===== src/rtl/fetch_unit.sv =====
// fetch_unit: instruction fetch sequencer for the 6502 core.
// Reads bytes from synchronous program memory (one-cycle read latency),
// assembles 1/2/3-byte instructions and hands them to the decoder over a
// valid/ready handshake. Drives next_pc back to the register file.
// Optional build macro: FETCH_PERF_EN adds handshake/stall counters.
module fetch_unit #(
    parameter logic [15:0] RESET_PC = 16'h0200
) (
    input  logic        clk,
    input  logic        rst,
    input  logic [15:0] pc,
    output logic [15:0] next_pc,
    output logic        mem_rd,
    output logic [15:0] mem_addr,
    input  logic [7:0]  mem_rdata,
    input  logic        redirect_valid,
    input  logic [15:0] redirect_pc,
    output logic        inst_valid,
    input  logic        inst_ready,
    output logic [7:0]  inst_opcode,
    output logic [15:0] inst_operand,
    output logic [1:0]  inst_len,
    output logic [15:0] inst_pc
`ifdef FETCH_PERF_EN
    ,
    output logic [31:0] perf_inst_count,
    output logic [31:0] perf_stall_count
`endif
);

    typedef enum logic [2:0] {
        REQ_OP  = 3'd0,
        CAP_OP  = 3'd1,
        REQ_B1  = 3'd2,
        CAP_B1  = 3'd3,
        REQ_B2  = 3'd4,
        CAP_B2  = 3'd5,
        PRESENT = 3'd6
    } state_t;

    state_t      state_q;
    logic        inst_valid_q;
    logic [7:0]  inst_opcode_q;
    logic [15:0] inst_operand_q;
    logic [1:0]  inst_len_q;
    logic [15:0] inst_pc_q;

    logic        in_req;
    logic [1:0]  op_len;
    logic        handshake;

    // Instruction length from the opcode byte. Single-byte forms are checked
    // first; the three-byte forms are absolute/absolute-indexed addressing and
    // JSR; everything else (including undocumented opcodes) takes one operand.
    function automatic logic [1:0] len_of(input logic [7:0] op);
        logic [1:0] cc;
        logic [2:0] bbb;
        cc  = op[1:0];
        bbb = op[4:2];
        if (op[3:0] == 4'h8 || op[3:0] == 4'hA ||
            op == 8'h00 || op == 8'h40 || op == 8'h60) begin
            len_of = 2'd1;
        end else if (op == 8'h20 || bbb == 3'b011 || bbb == 3'b111 ||
                     (bbb == 3'b110 && cc == 2'b01)) begin
            len_of = 2'd3;
        end else begin
            len_of = 2'd2;
        end
    endfunction

    assign in_req    = (state_q == REQ_OP) || (state_q == REQ_B1) || (state_q == REQ_B2);
    assign op_len    = len_of(mem_rdata);
    assign handshake = inst_valid_q && inst_ready;

    // Memory strobe and pc steering. Reset wins over redirect, redirect wins
    // over the normal byte-request increment; otherwise pc holds.
    always_comb begin
        mem_rd   = 1'b0;
        mem_addr = pc;
        next_pc  = pc;
        if (rst) begin
            next_pc = RESET_PC;
        end else if (redirect_valid) begin
            next_pc = redirect_pc;
        end else if (in_req) begin
            mem_rd  = 1'b1;
            next_pc = pc + 16'd1;
        end
    end

    // Fetch sequencer: request a byte, capture it the following cycle, and
    // present the assembled instruction until the decoder takes it.
    always_ff @(posedge clk) begin
        if (rst) begin
            state_q        <= REQ_OP;
            inst_valid_q   <= 1'b0;
            inst_opcode_q  <= 8'h00;
            inst_operand_q <= 16'h0000;
            inst_len_q     <= 2'd1;
            inst_pc_q      <= 16'h0000;
        end else if (redirect_valid) begin
            // Any partial instruction is dropped. In PRESENT with ready high
            // the decoder has already consumed the fields this cycle.
            state_q      <= REQ_OP;
            inst_valid_q <= 1'b0;
        end else begin
            case (state_q)
                REQ_OP: begin
                    inst_pc_q <= pc;
                    state_q   <= CAP_OP;
                end
                CAP_OP: begin
                    inst_opcode_q  <= mem_rdata;
                    inst_len_q     <= op_len;
                    inst_operand_q <= 16'h0000;
                    if (op_len == 2'd1) begin
                        inst_valid_q <= 1'b1;
                        state_q      <= PRESENT;
                    end else begin
                        state_q <= REQ_B1;
                    end
                end
                REQ_B1: begin
                    state_q <= CAP_B1;
                end
                CAP_B1: begin
                    inst_operand_q[7:0] <= mem_rdata;
                    if (inst_len_q == 2'd2) begin
                        inst_valid_q <= 1'b1;
                        state_q      <= PRESENT;
                    end else begin
                        state_q <= REQ_B2;
                    end
                end
                REQ_B2: begin
                    state_q <= CAP_B2;
                end
                CAP_B2: begin
                    inst_operand_q[15:8] <= mem_rdata;
                    inst_valid_q         <= 1'b1;
                    state_q              <= PRESENT;
                end
                PRESENT: begin
                    // No memory traffic here: back-pressure only holds state.
                    if (inst_ready) begin
                        inst_valid_q <= 1'b0;
                        state_q      <= REQ_OP;
                    end
                end
                default: begin
                    inst_valid_q <= 1'b0;
                    state_q      <= REQ_OP;
                end
            endcase
        end
    end

    assign inst_valid   = inst_valid_q;
    assign inst_opcode  = inst_opcode_q;
    assign inst_operand = inst_operand_q;
    assign inst_len     = inst_len_q;
    assign inst_pc      = inst_pc_q;

`ifdef FETCH_PERF_EN
    logic [31:0] perf_inst_q;
    logic [31:0] perf_stall_q;

    // Count accepted instructions and cycles lost to decoder back-pressure.
    always_ff @(posedge clk) begin
        if (rst) begin
            perf_inst_q  <= 32'd0;
            perf_stall_q <= 32'd0;
        end else begin
            if (handshake) begin
                perf_inst_q <= perf_inst_q + 32'd1;
            end
            if (inst_valid_q && !inst_ready) begin
                perf_stall_q <= perf_stall_q + 32'd1;
            end
        end
    end

    assign perf_inst_count  = perf_inst_q;
    assign perf_stall_count = perf_stall_q;
`else
    // Without the counters the handshake term has no consumer.
    logic unused_handshake;
    assign unused_handshake = handshake;
`endif

endmodule


===== config.mk =====
export PLATFORM = sky130hd
export DESIGN_NAME = fetch_unit
export DESIGN_NICKNAME = d
export VERILOG_FILES = /design/src/rtl/fetch_unit.sv
export SDC_FILE = /design/constraint.sdc
export NUM_CORES = 1
export LEC_CHECK = 0
export BUFFER_PORTS_ARGS = -buffer_cell sky130_fd_sc_hd__buf_2
export CAP_MARGIN = 20
export CORE_ASPECT_RATIO = 0.5
export CORE_UTILIZATION = 45
export DETAILED_ROUTE_END_ITERATION = 10
export PLACE_DENSITY_LB_ADDON = 0.08
export SKIP_CTS_REPAIR_TIMING = 1
export SLEW_MARGIN = 15
export SYNTH_ARGS = -nofsm -noshare
export SYNTH_HDL_FRONTEND = slang
export SYNTH_SLANG_ARGS = --single-unit

===== constraint.sdc =====
create_clock -name clk -period 2.4 [get_ports clk]
set_input_delay 0.24 -clock clk [delete_from_list [all_inputs] [get_ports clk]]
set_output_delay 0.24 -clock clk [all_outputs]
set_load 0.01 [all_outputs]

### Word level (Yosys, flattened, before mapping)

Cells that the tools add are included.
Widths: inputs -> output; s select.

* bits in registers: 46
* bits of input ports: 44
* output and inout bits: 76
* logic and storage cells: 69

* add/subtract/negate cells: 1
* eq/ne operators: 20
* mux-type cells: 18
* bitwise logic cells: 2
* reduce and logical (&&, ||, !) cells: 21

Operator list (count)
* $mux 16: 3
* $pmux 8 s2: 2
* $pmux 3 s7: 1
* $add 16x1->16 const B: 1
* $eq 8x7->1 const B: 2
* $eq 3x3->1 const B: 5
* $eq 3x2->1 const B: 3
* $logic_or 1x1->1: 9
* $eq 4x4->1 const B: 2
* $eq 8x6->1 const B: 1
* $logic_not 8->1: 1
* $reduce_and 2->1: 4
* $mux 1: 7
* $mux 3: 2
* $ne 2x2->1 const B: 3
* $pmux 1 s5: 1
* $eq 2x1->1 const B: 2
* $mux 2: 2
* $reduce_and 4->1: 1
* $reduce_bool 2->1: 2
* $eq 3x1->1 const B: 1
* $logic_not 3->1: 1
* $reduce_or 3->1: 1
* $eq 2x2->1 const B: 1
* other kinds (3): 4

### Depth between registers and ports, before layout

Gate-level depths: netlist of the first run.

* depth after elaboration: 9
* mapped depth: 6
* gate-level depth less buffers: 4

### Worst setup path before layout of the first run

No wires, ideal clock.

* path kind: register to output
* start point: reg state_q[2]
* end point: out next_pc[13]
* arrival: 1.977 ns
* required time: 2.160 ns
* slack: 0.183 ns
* cell stages (with the launch flop): 7
* buffers on the path: 2
* cells stage by stage: dfxtp_1 > buf_6 > a21o_1 > buf_6 > or3_4 > or4_1 > a311oi_1

* word-level cells in the longest chain between the ends: 6
* elaborated cells between the ends (all ways): 8
* classes of those cells: eq/ne (2); mux (3); reduce/logical (3)

Ends and longest elaborated chain
* start, declared: RTL line 41 `state_t state_q;`
* start signal, assigned: RTL line 95 `state_q <= REQ_OP;`
* start signal, assigned: RTL line 104 `state_q <= REQ_OP;`
* start signal, assigned: RTL line 110 `state_q <= CAP_OP;`
* $eq 3x2->1 / $logic_not 3->1 (equally long branches): RTL line 71 `assign in_req = (state_q == REQ_OP) || (state_q == REQ_B1) || (state_q == REQ_B2);`
* $logic_or 1x1->1: RTL line 71
* $logic_or 1x1->1 *: RTL line 71
* $mux 16 *: RTL line 85 `end else if (in_req) begin`
* $mux 16 *: RTL line 83 `end else if (redirect_valid) begin`
* $mux 16 *: RTL line 81 `if (rst) begin`
* end, declared: RTL line 12 `output logic [15:0] next_pc,`

Mark *: on every way between the ends. The rest lies on a longest branch, timed or not.

### Worst setup path after layout of the first run

* start point: reg state_q[2]
* end point: out next_pc[12]

Same word-level chain as after synthesis.

==> impl_metrics.csv, run 1 <==
group,metric,value,unit
synthesis,synth-seq-cells,46,
timing,fin_skew,11.7,ps
clocking,clk_pin_slew_worst_paths,80,ps
setup_path,crit_path_end_kind,"output port",
finish,fillers,485,
grt,grt_usage,23.6,%
power_and_ir_drop,switchingPower,0.000465,W
power_and_ir_drop,p_leak,1.36,nW
floorplanning,io_pins,120,
synthesis,synth_edf_count,0,
setup_path,r2r_slack,510,ps
placed_design,place_area,2980,µm²
grt,first_global_vias,2298,
finish,diodes,0,
synthesis,synthArstFlopShare,0,%
routing,drc,0,
min_path,hp-class,"input port to register",
power_and_ir_drop,max-vdd-ir-drop,0.286,mV
setup_path,r2r_end,"inst_opcode[3]",
setup_path,cp_max_fo,18,
min_path,hold_depth,3,
synthesis,avgSynthCellArea,7.37,µm²
timing,tightest_slew,530,ps
finish,fin_nets,473,
power_and_ir_drop,power.share.sequential,50.6,%
synthesis,yosys-top-cells-area,"dfxtp_1 (38%), nand2_1 (12%), a21oi_1 (9.0%)",
power_and_ir_drop,internal-power,0.00111,W
clocking,cts.htree.levels,2,
grt,grtUsageMet2,42.2,%
timing,period_needed,2320,ps
routing,vias,2676,
setup_path,cp.arrival,2080,ps
power_and_ir_drop,power.share.switching,29.5,%
clocking,clk_latency,300,ps
grt,gr-usage-met1,28.8,%
clocking,cts_root_buffer,"clkbuf_8",
grt,grt_pass1_wl,10500,µm
routing,wl_per_cell,13.8,µm
synthesis,seq_area_frac_synth,37.7,%
timing,post-route-period-util,96.8,%
routing,drt_iter0_markers,98,
synthesis,yosys_warnings,0,
synthesis,synth_common_cells,"nand2_1 (75), dfxtp_1 (46), a21oi_1 (44)",
finish,layout-drive-gt1-share,32.9,%
grt,use_met3,5.93,%
routing,viasPerCell,5.36,
setup_path,rr_worst_depth,5,
timing,fmax,430,MHz
routing,finalWirelength,6870,µm
floorplanning,die_area,5740,µm²
timing,maxSlewViolCount,0,
power_and_ir_drop,power_frac_comb,20.2,%
synthesis,post-synth-top-count-cell,"nand2_1",
synthesis,synthesis.nets,376,
routing,drtPass1Iterations,4,
floorplanning,die_h,54.1,µm
floorplanning,die_w,106,µm
synthesis,synth_cell_type_count,42,
setup_path,crit_required,2160,ps
timing,whs,203,ps
floorplanning,rows,18,
routing,drtAntennaViolNets,0,
floorplanning,start_util,48.1,%
placed_design,gp_congestion,0.824,
power_and_ir_drop,clockPowerShare,29.2,%
timing,final-hold-violation-count,0,
setup_path,criticalPathCategory,"register to output port",
clocking,clockBufferDepth,2,
grt,grt_max_degree,41,
min_path,hold_end,"inst_pc[15]",
setup_path,crit_chain,"buf_4, a21oi_4, nand3_4, or4_1, a311oi_2, buf_2",
grt,busiest_layer,"met2",
timing,fin_setup_tns,0,ps
timing,rsz0062_at_grt,"true",
synthesis,synth.top_cell.area_share,37.7,%
power_and_ir_drop,power.density,512,nW/µm²
setup_path,worst_path_max_delay_cell,"or4_1",
synthesis,synth_cells,331,
clocking,cts_inserted_buffers,5,
placed_design,dp_hpwl,5000,µm
setup_path,startpoint_type,"register",
placed_design,port_buffers,119,
grt,grt_overflow,0,
flow_run,maxCapViolCount,0,
setup_path,slowest_delay,530,ps
clocking,clkSinkCount,46,
grt,antenna_found_initial,0,
timing,worst_slew_margin_rel,64.6,%
finish,syn_to_final_growth,26.6,%
status,status,"completed",
synthesis,netlist_area,2440,µm²
min_path,min-delay-start,"pc[15]",
timing,setup_violations,0,
setup_path,r2r_start,"state_q[2]",
synthesis,synth_top_area_cell,"dfxtp_1",
floorplanning,coreArea,5070,µm²
finish,final_area,3090,µm²
clocking,cts_tree,"built",
synthesis,synth_ff_type,"dfxtp_1",
power_and_ir_drop,total_power,0.00158,W
[worst max-delay path: cells and delay by family (launching register included)]
kind	cells	cell delay, ps
AO/OA/AOI/OAI	2	460
AND/OR/NAND/NOR	2	650
flip-flops	1	310
buffers and inverters	2	360
[sequential cells by signal, indices dropped and copies added (netlist names)]
register	count
inst_len	2
inst_opcode	8
inst_operand	16
inst_pc	16
inst_valid	1
state_q	3
[layer usage]
| layer | share of wire, % | vias to the layer above |
|---|---|---|
| li1 | - | 1341 |
| met1 | 46 | 1233 |
| met2 | 47 | 94 |
| met3 | 5.9 | 8 |
| met4 | 1.1 | 0 |
| met5 | 0 | - |
[cells in the final DEF (no fill, tap or decap), types with 2 or more instances in the layout]
cell,synthesis,layout
a211oi_1,8,8
a21o_1,2,2
a21oi_1,44,44
a311oi_1,5,4
a31oi_1,2,2
and2_1,2,2
and4_1,3,3
buf_2,0,119
buf_4,16,8
clkbuf_8,0,5
dfxtp_1,46,46
inv_1,7,7
nand2_1,75,75
nand2b_1,3,3
nand3_1,20,19
nand4_1,7,7
nor2_1,20,20
nor3_1,7,7
nor3b_1,2,2
nor4_1,4,3
o21ai_0,6,6
o311a_1,2,2
o31ai_1,3,3
or4_1,3,3
xnor2_1,4,4
xor2_1,4,4
[kinds of logic after synthesis]
family          Yosys count  synth area share [%]
buf+inv                  45                  10.0
flops                    46                  37.7
compound gates           78                  19.6
simple gates            153                  29.2
fa+ha+maj                 1                 0.513
xor+xnor                  8                  2.87
[power groups by stage]
| stage | clock network, W | registers, W | logic, W |
|---|---|---|---|
| floorplan | 0 | 0.000829 | 0.000172 |
| global placement | 0 | 0.000817 | 0.000309 |
| detailed placement | 0 | 0.000817 | 0.000314 |
| CTS | 0.000473 | 0.000799 | 0.000315 |
| global route | 0.000507 | 0.000802 | 0.000351 |
| finish | 0.000462 | 0.000799 | 0.000319 |
[final cells by class]
type	instances	area (µm²)	share of cell area, %
clock inverter	2	13.8	0.446
tap	70	87.6	2.84
clock buffer	6	72.6	2.35
multi-input combinational	240	1310	42.3
sequential	46	921	29.8
timing repair buffer	127	656	21.2
inverter	8	30.0	0.972
[worst max-delay path by stage]
stage | start | endpoint | cells after the start
2_1_floorplan | state_q[2] | next_pc[13] | 6
3_3_place_gp | pc[2] | next_pc[13] | 6
3_5_place_dp | pc[3] | next_pc[13] | 6
4_1_cts | state_q[1] | next_pc[12] | 6
5_1_grt | state_q[2] | next_pc[12] | 6
6_report | state_q[2] | next_pc[12] | 6
[per-stage QoR]
stage	utilization (%)	setup WS [ps]	cells
final	60.9	76.3	499
after global placement	58.7	333	491
after CTS	60.4	-20.9	499
after global routing	60.9	-17.0	499
after detailed placement	58.7	319	491
after floorplan	-	183	331
Note: power is estimated with default switching activity, not from simulation.
==> inputs of run 2 (changes only) <==
Settings changed: SETUP_SLACK_MARGIN set to 0.15.
==> run 2 against run 1 <==
  * Fmax rose by 0.84%
  * Setup slack better by 19 ps
  * First-iteration DRC count down 17%
  * Utilization increased by 0.074 points
  * Non-clock buffer count stayed put
  * Final cell count unchanged
  * Clock skew is essentially flat
  * Die area did not move
  * Flip-flop and latch count unchanged
  * Design area increased by 0.12%
  * Total power about the same
  * Critical path type unchanged
  * Largest power group unchanged
==> impl_metrics.csv, run 2 (same netlist as run 1, synthesis figures left out) <==
group,metric,value,unit
status,status,"completed",
routing,drtAntennaViolNets,0,
floorplanning,coreArea,5070,µm²
routing,drc,0,
clocking,cts_inserted_buffers,5,
grt,grt_overflow,0,
clocking,clk_latency,300,ps
timing,period_needed,2300,ps
power_and_ir_drop,max-vdd-ir-drop,0.286,mV
min_path,hp-class,"input port to register",
clocking,cts.htree.levels,2,
timing,fin_skew,11.8,ps
finish,fin_nets,473,
power_and_ir_drop,power_frac_comb,20.2,%
finish,fillers,484,
placed_design,post-place-cells,491,
setup_path,startpoint_type,"register",
grt,grtUsageMet2,42.2,%
timing,postLayoutSetupSlackWorst,95.6,ps
grt,grt_pass1_wl,10500,µm
clocking,clockBufferDepth,2,
power_and_ir_drop,power.share.sequential,50.6,%
setup_path,slowest_delay,480,ps
routing,finalWirelength,6840,µm
floorplanning,rows,18,
finish,final_common_cell,"buf_2",
timing,final-hold-violation-count,0,
timing,rsz0062_at_grt,"true",
routing,vias,2681,
floorplanning,die_h,54.1,µm
power_and_ir_drop,power.share.switching,29.4,%
floorplanning,start_util,48.1,%
power_and_ir_drop,switchingPower,0.000465,W
placed_design,gp_congestion,0.824,
power_and_ir_drop,power.density,511,nW/µm²
routing,wl_per_cell,13.7,µm
floorplanning,die_area,5740,µm²
timing,fmax,434,MHz
grt,antenna_found_initial,0,
setup_path,crit_required,2160,ps
routing,drtPass1Iterations,5,
setup_path,criticalPathCategory,"register to output port",
setup_path,rr_worst_depth,5,
finish,syn_to_final_growth,26.7,%
setup_path,crit_chain,"a21o_1, or3_4, or4_1, a311oi_1, buf_2",
clocking,clkSinkCount,46,
finish,instances_no_fill,499,
finish,final_cell_mix,"buf_2 (119), nand2_1 (75), dfxtp_1 (46)",
grt,grt_max_degree,41,
clocking,cts_root_buffer,"clkbuf_8",
grt,first_global_vias,2298,
min_path,hold_depth,3,
grt,use_met3,5.93,%
timing,worst_slew_margin_rel,65.1,%
routing,drt_iter0_markers,81,
finish,layout-drive-gt1-share,32.9,%
floorplanning,die_w,106,µm
timing,setup_violations,0,
setup_path,cp.arrival,2060,ps
placed_design,port_buffers,119,
timing,whs,203,ps
grt,grt_usage,23.6,%
grt,gr-usage-met1,28.8,%
placed_design,dp_hpwl,5000,µm
power_and_ir_drop,p_leak,1.36,nW
power_and_ir_drop,clockPowerShare,29.2,%
setup_path,crit_path_end_kind,"output port",
finish,diodes,0,
timing,maxSlewViolCount,0,
timing,tightest_slew,523,ps
setup_path,worst_path_max_delay_cell,"or4_1",
clocking,cts_tree,"built",
flow_run,maxCapViolCount,0,
grt,busiest_layer,"met2",
setup_path,cp_max_fo,4,
timing,post-route-period-util,96.0,%
placed_design,place_ws,319,ps
finish,utilization,61.0,%
clocking,clk_pin_slew_worst_paths,80,ps
power_and_ir_drop,internal-power,0.00112,W
routing,viasPerCell,5.37,
floorplanning,io_pins,120,
## run 2: changes by cell type in the layout (fill, tap and decap cells not counted)
cell	delta
buf_6	+1
buf_4	-1
## run 2: layout make-up
class,instances,area (µm²),share of cell area (%)
Timing Repair Buffer,127,659,21.3
Tap cell,70,87.6,2.83
Multi-Input combinational cell,240,1310,42.3
Sequential cell,46,921,29.8
Clock buffer,6,72.6,2.35
Inverter,8,30.0,0.971
Clock inverter,2,13.8,0.445
## run 2: layer usage
| layer | share of wire [%] | routed length (µm) | up-vias |
|---|---|---|---|
| li1 | - | - | 1341 |
| met1 | 46 | 3130 | 1236 |
| met2 | 47 | 3200 | 96 |
| met3 | 6.3 | 433 | 8 |
| met4 | 1.1 | 77 | 0 |
| met5 | 0 | 0 | - |
## run 2: final timing paths
check | from | to | slack, ps
setup / recovery | state_q[2] | next_pc[13] | 100
hold / removal | pc[15] | inst_pc[15] | 200
setup reg to reg | state_q[2] | inst_opcode[3] | 510
hold reg to reg | inst_operand[8] | inst_operand[8] | 450
## run 2: power groups by stage
stage	registers (W)	clock network (W)	logic, W
global placement	0.000817	0	0.000309
floorplan	0.000829	0	0.000172
CTS	0.000799	0.000473	0.000315
finish	0.000800	0.000461	0.000319
global route	0.000802	0.000507	0.000351
detailed placement	0.000817	0	0.000314
## run 2: worst max-delay path: cells and delay by family (launching register included)
family	cells	cell delay, ps
and+or+nand+nor	2	840
DFF	1	310
AOI/OAI and AO/OA	2	460
buffers and inverters	1	170
## run 2: metrics by stage
stage / power [W] / setup TNS [ps] / cell area (µm²)
floorplan: 0.00100 / 0 / 2440
global placement: 0.00113 / 0 / 2980
detailed placement: 0.00113 / 0 / 2980
CTS: 0.00159 / -20.9 / 3060
global route: 0.00166 / 0 / 3090
finish: 0.00158 / 0 / 3090
==> inputs of run 3 (changes only) <==
Settings changed: CORE_ASPECT_RATIO 0.5 to 1.5, CORE_UTILIZATION 45 to 35.
==> run 3 against run 2 <==
  * Design area increased by 1.2%
  * Sequential power about the same
  * First-iteration DRC count increased by 9.9%
  * Highest routed layer unchanged
  * Largest power group unchanged
  * Wire length increased by 14%
  * Final cell count increased by 1.4%
  * Register-to-register slack got worse by 40 ps
  * Sequential share of layout area decreased by 0.27 points
  * Fmax decreased by 2.9%
  * Global-route usage decreased by 2.3 points
  * Count of clock-buffer cells in the layout unchanged
  * Die area increased by 27%
  * Largest cell class unchanged
  * Via count increased by 0.37%
==> impl_metrics.csv, run 3 (same netlist as run 1, synthesis figures left out) <==
group,metric,value,unit
status,status,"completed",
timing,maxSlewViolCount,0,
flow_run,maxCapViolCount,0,
clocking,clkSinkCount,46,
timing,whs,210,ps
clocking,clockBufferDepth,2,
setup_path,criticalPathCategory,"register to output port",
finish,final_common_cell,"buf_2",
power_and_ir_drop,p_leak,1.39,nW
power_and_ir_drop,power.density,550,nW/µm²
timing,final-hold-violation-count,0,
timing,setup_violations,0,
setup_path,crit_required,2160,ps
setup_path,rr_worst_depth,5,
floorplanning,die_area,7320,µm²
clocking,cts_inserted_buffers,5,
finish,utilization,47.2,%
floorplanning,die_h,104,µm
routing,wl_per_cell,15.5,µm
timing,rsz0062_at_grt,"true",
finish,diodes,0,
routing,finalWirelength,7820,µm
clocking,cts.htree.levels,2,
timing,period_needed,2370,ps
routing,dr_wl_met3,334,µm
placed_design,port_buffers,119,
power_and_ir_drop,max-vdd-ir-drop,0.233,mV
floorplanning,coreArea,6620,µm²
finish,multiInputGateArea,1300,µm²
floorplanning,die_w,70.2,µm
finish,regArea,923,µm²
routing,drtAntennaViolNets,0,
finish,fin_nets,475,
routing,vias,2691,
clocking,clk_latency,290,ps
finish,final_cell_mix,"buf_2 (119), nand2_1 (75), a21oi_1 (44), dfxtp_1 (44), nor2_1 (20)",
grt,grt_usage,21.3,%
routing,viasPerCell,5.32,
clocking,cts_root_buffer,"clkbuf_8",
finish,syn_to_final_growth,28.2,%
grt,first_global_vias,2515,
min_path,hold_depth,3,
floorplanning,start_util,36.8,%
finish,layout-drive-gt1-share,34.0,%
placed_design,gp_congestion,0.828,
setup_path,cp.arrival,2130,ps
setup_path,cp_max_fo,4,
routing,drc,0,
floorplanning,io_pins,120,
grt,grt_overflow,0,
routing,top_layer,"met4",
routing,wl_met2,4290,µm
routing,drtPass1Iterations,4,
floorplanning,rows,36,
finish,fillers,728,
grt,grt_max_degree,32,
timing,post-route-period-util,98.9,%
placed_design,dp_hpwl,5830,µm
routing,drt_iter0_markers,89,
clocking,clk_pin_slew_worst_paths,80,ps
timing,fmax,421,MHz
setup_path,startpoint_type,"register",
timing,worst_slew_margin_rel,59.9,%
min_path,hp-class,"input port to register",
setup_path,crit_path_end_kind,"output port",
timing,tightest_slew,600,ps
timing,fin_skew,2.74,ps
setup_path,r2r_slack,470,ps
grt,grt_pass1_wl,12500,µm
clocking,cts_tree,"built",
routing,wl_met1,3140,µm
grt,antenna_found_initial,0,
==> run 3: metrics by stage <==
step	TNS [ps]	power, W	setup slack [ps]	cell area, µm²	instances
2_1_floorplan	0	0.00100	183	2440	331
3_3_place_gp	0	0.00114	277	2990	498
3_5_place_dp	0	0.00115	293	2990	498
4_1_cts	-8.62	0.00174	-8.62	3100	505
5_1_grt	-33.2	0.00180	-31.1	3130	506
6_report	0	0.00172	26.0	3130	506
==> run 3: final timing paths <==
kind | start | endpoint
setup / recovery | state_q[2] | next_pc[13]
hold / removal | pc[15] | inst_pc[15]
setup reg to reg | state_q[2] | inst_opcode[2]
hold reg to reg | inst_operand[9] | inst_operand[9]
==> run 3: per-layer routing <==
metal | up-vias | track usage (%)
met4 | 0 | 3.86
li1 | 1339 | -
met5 | - | 0
met2 | 89 | 41.8
met1 | 1257 | 23.8
met3 | 6 | 3.29
==> run 3: critical path, stage by stage (launching register included) <==
cell	delay, ps
dfxtp_2	330
a21o_1	190
or3_4	400
or4_1	480
a311oi_1	260
buf_2	170
==> run 3: area by class of cell <==
class	count	area share, %
clock buffers	6	2.64
well taps	76	3.04
multi-input cells	240	41.4
inverters	8	0.960
clock inverters	1	0.960
flip-flops and latches	46	29.5
repair buffers	129	21.4
==> run 3: report_power, final <==
part	switching [W]	internal, W	leakage, nW
registers	0.0000128	0.000787	0.375
logic	0.000204	0.000123	0.955
clock network	0.000261	0.000334	0.0573
total	0.000478	0.00124	1.39
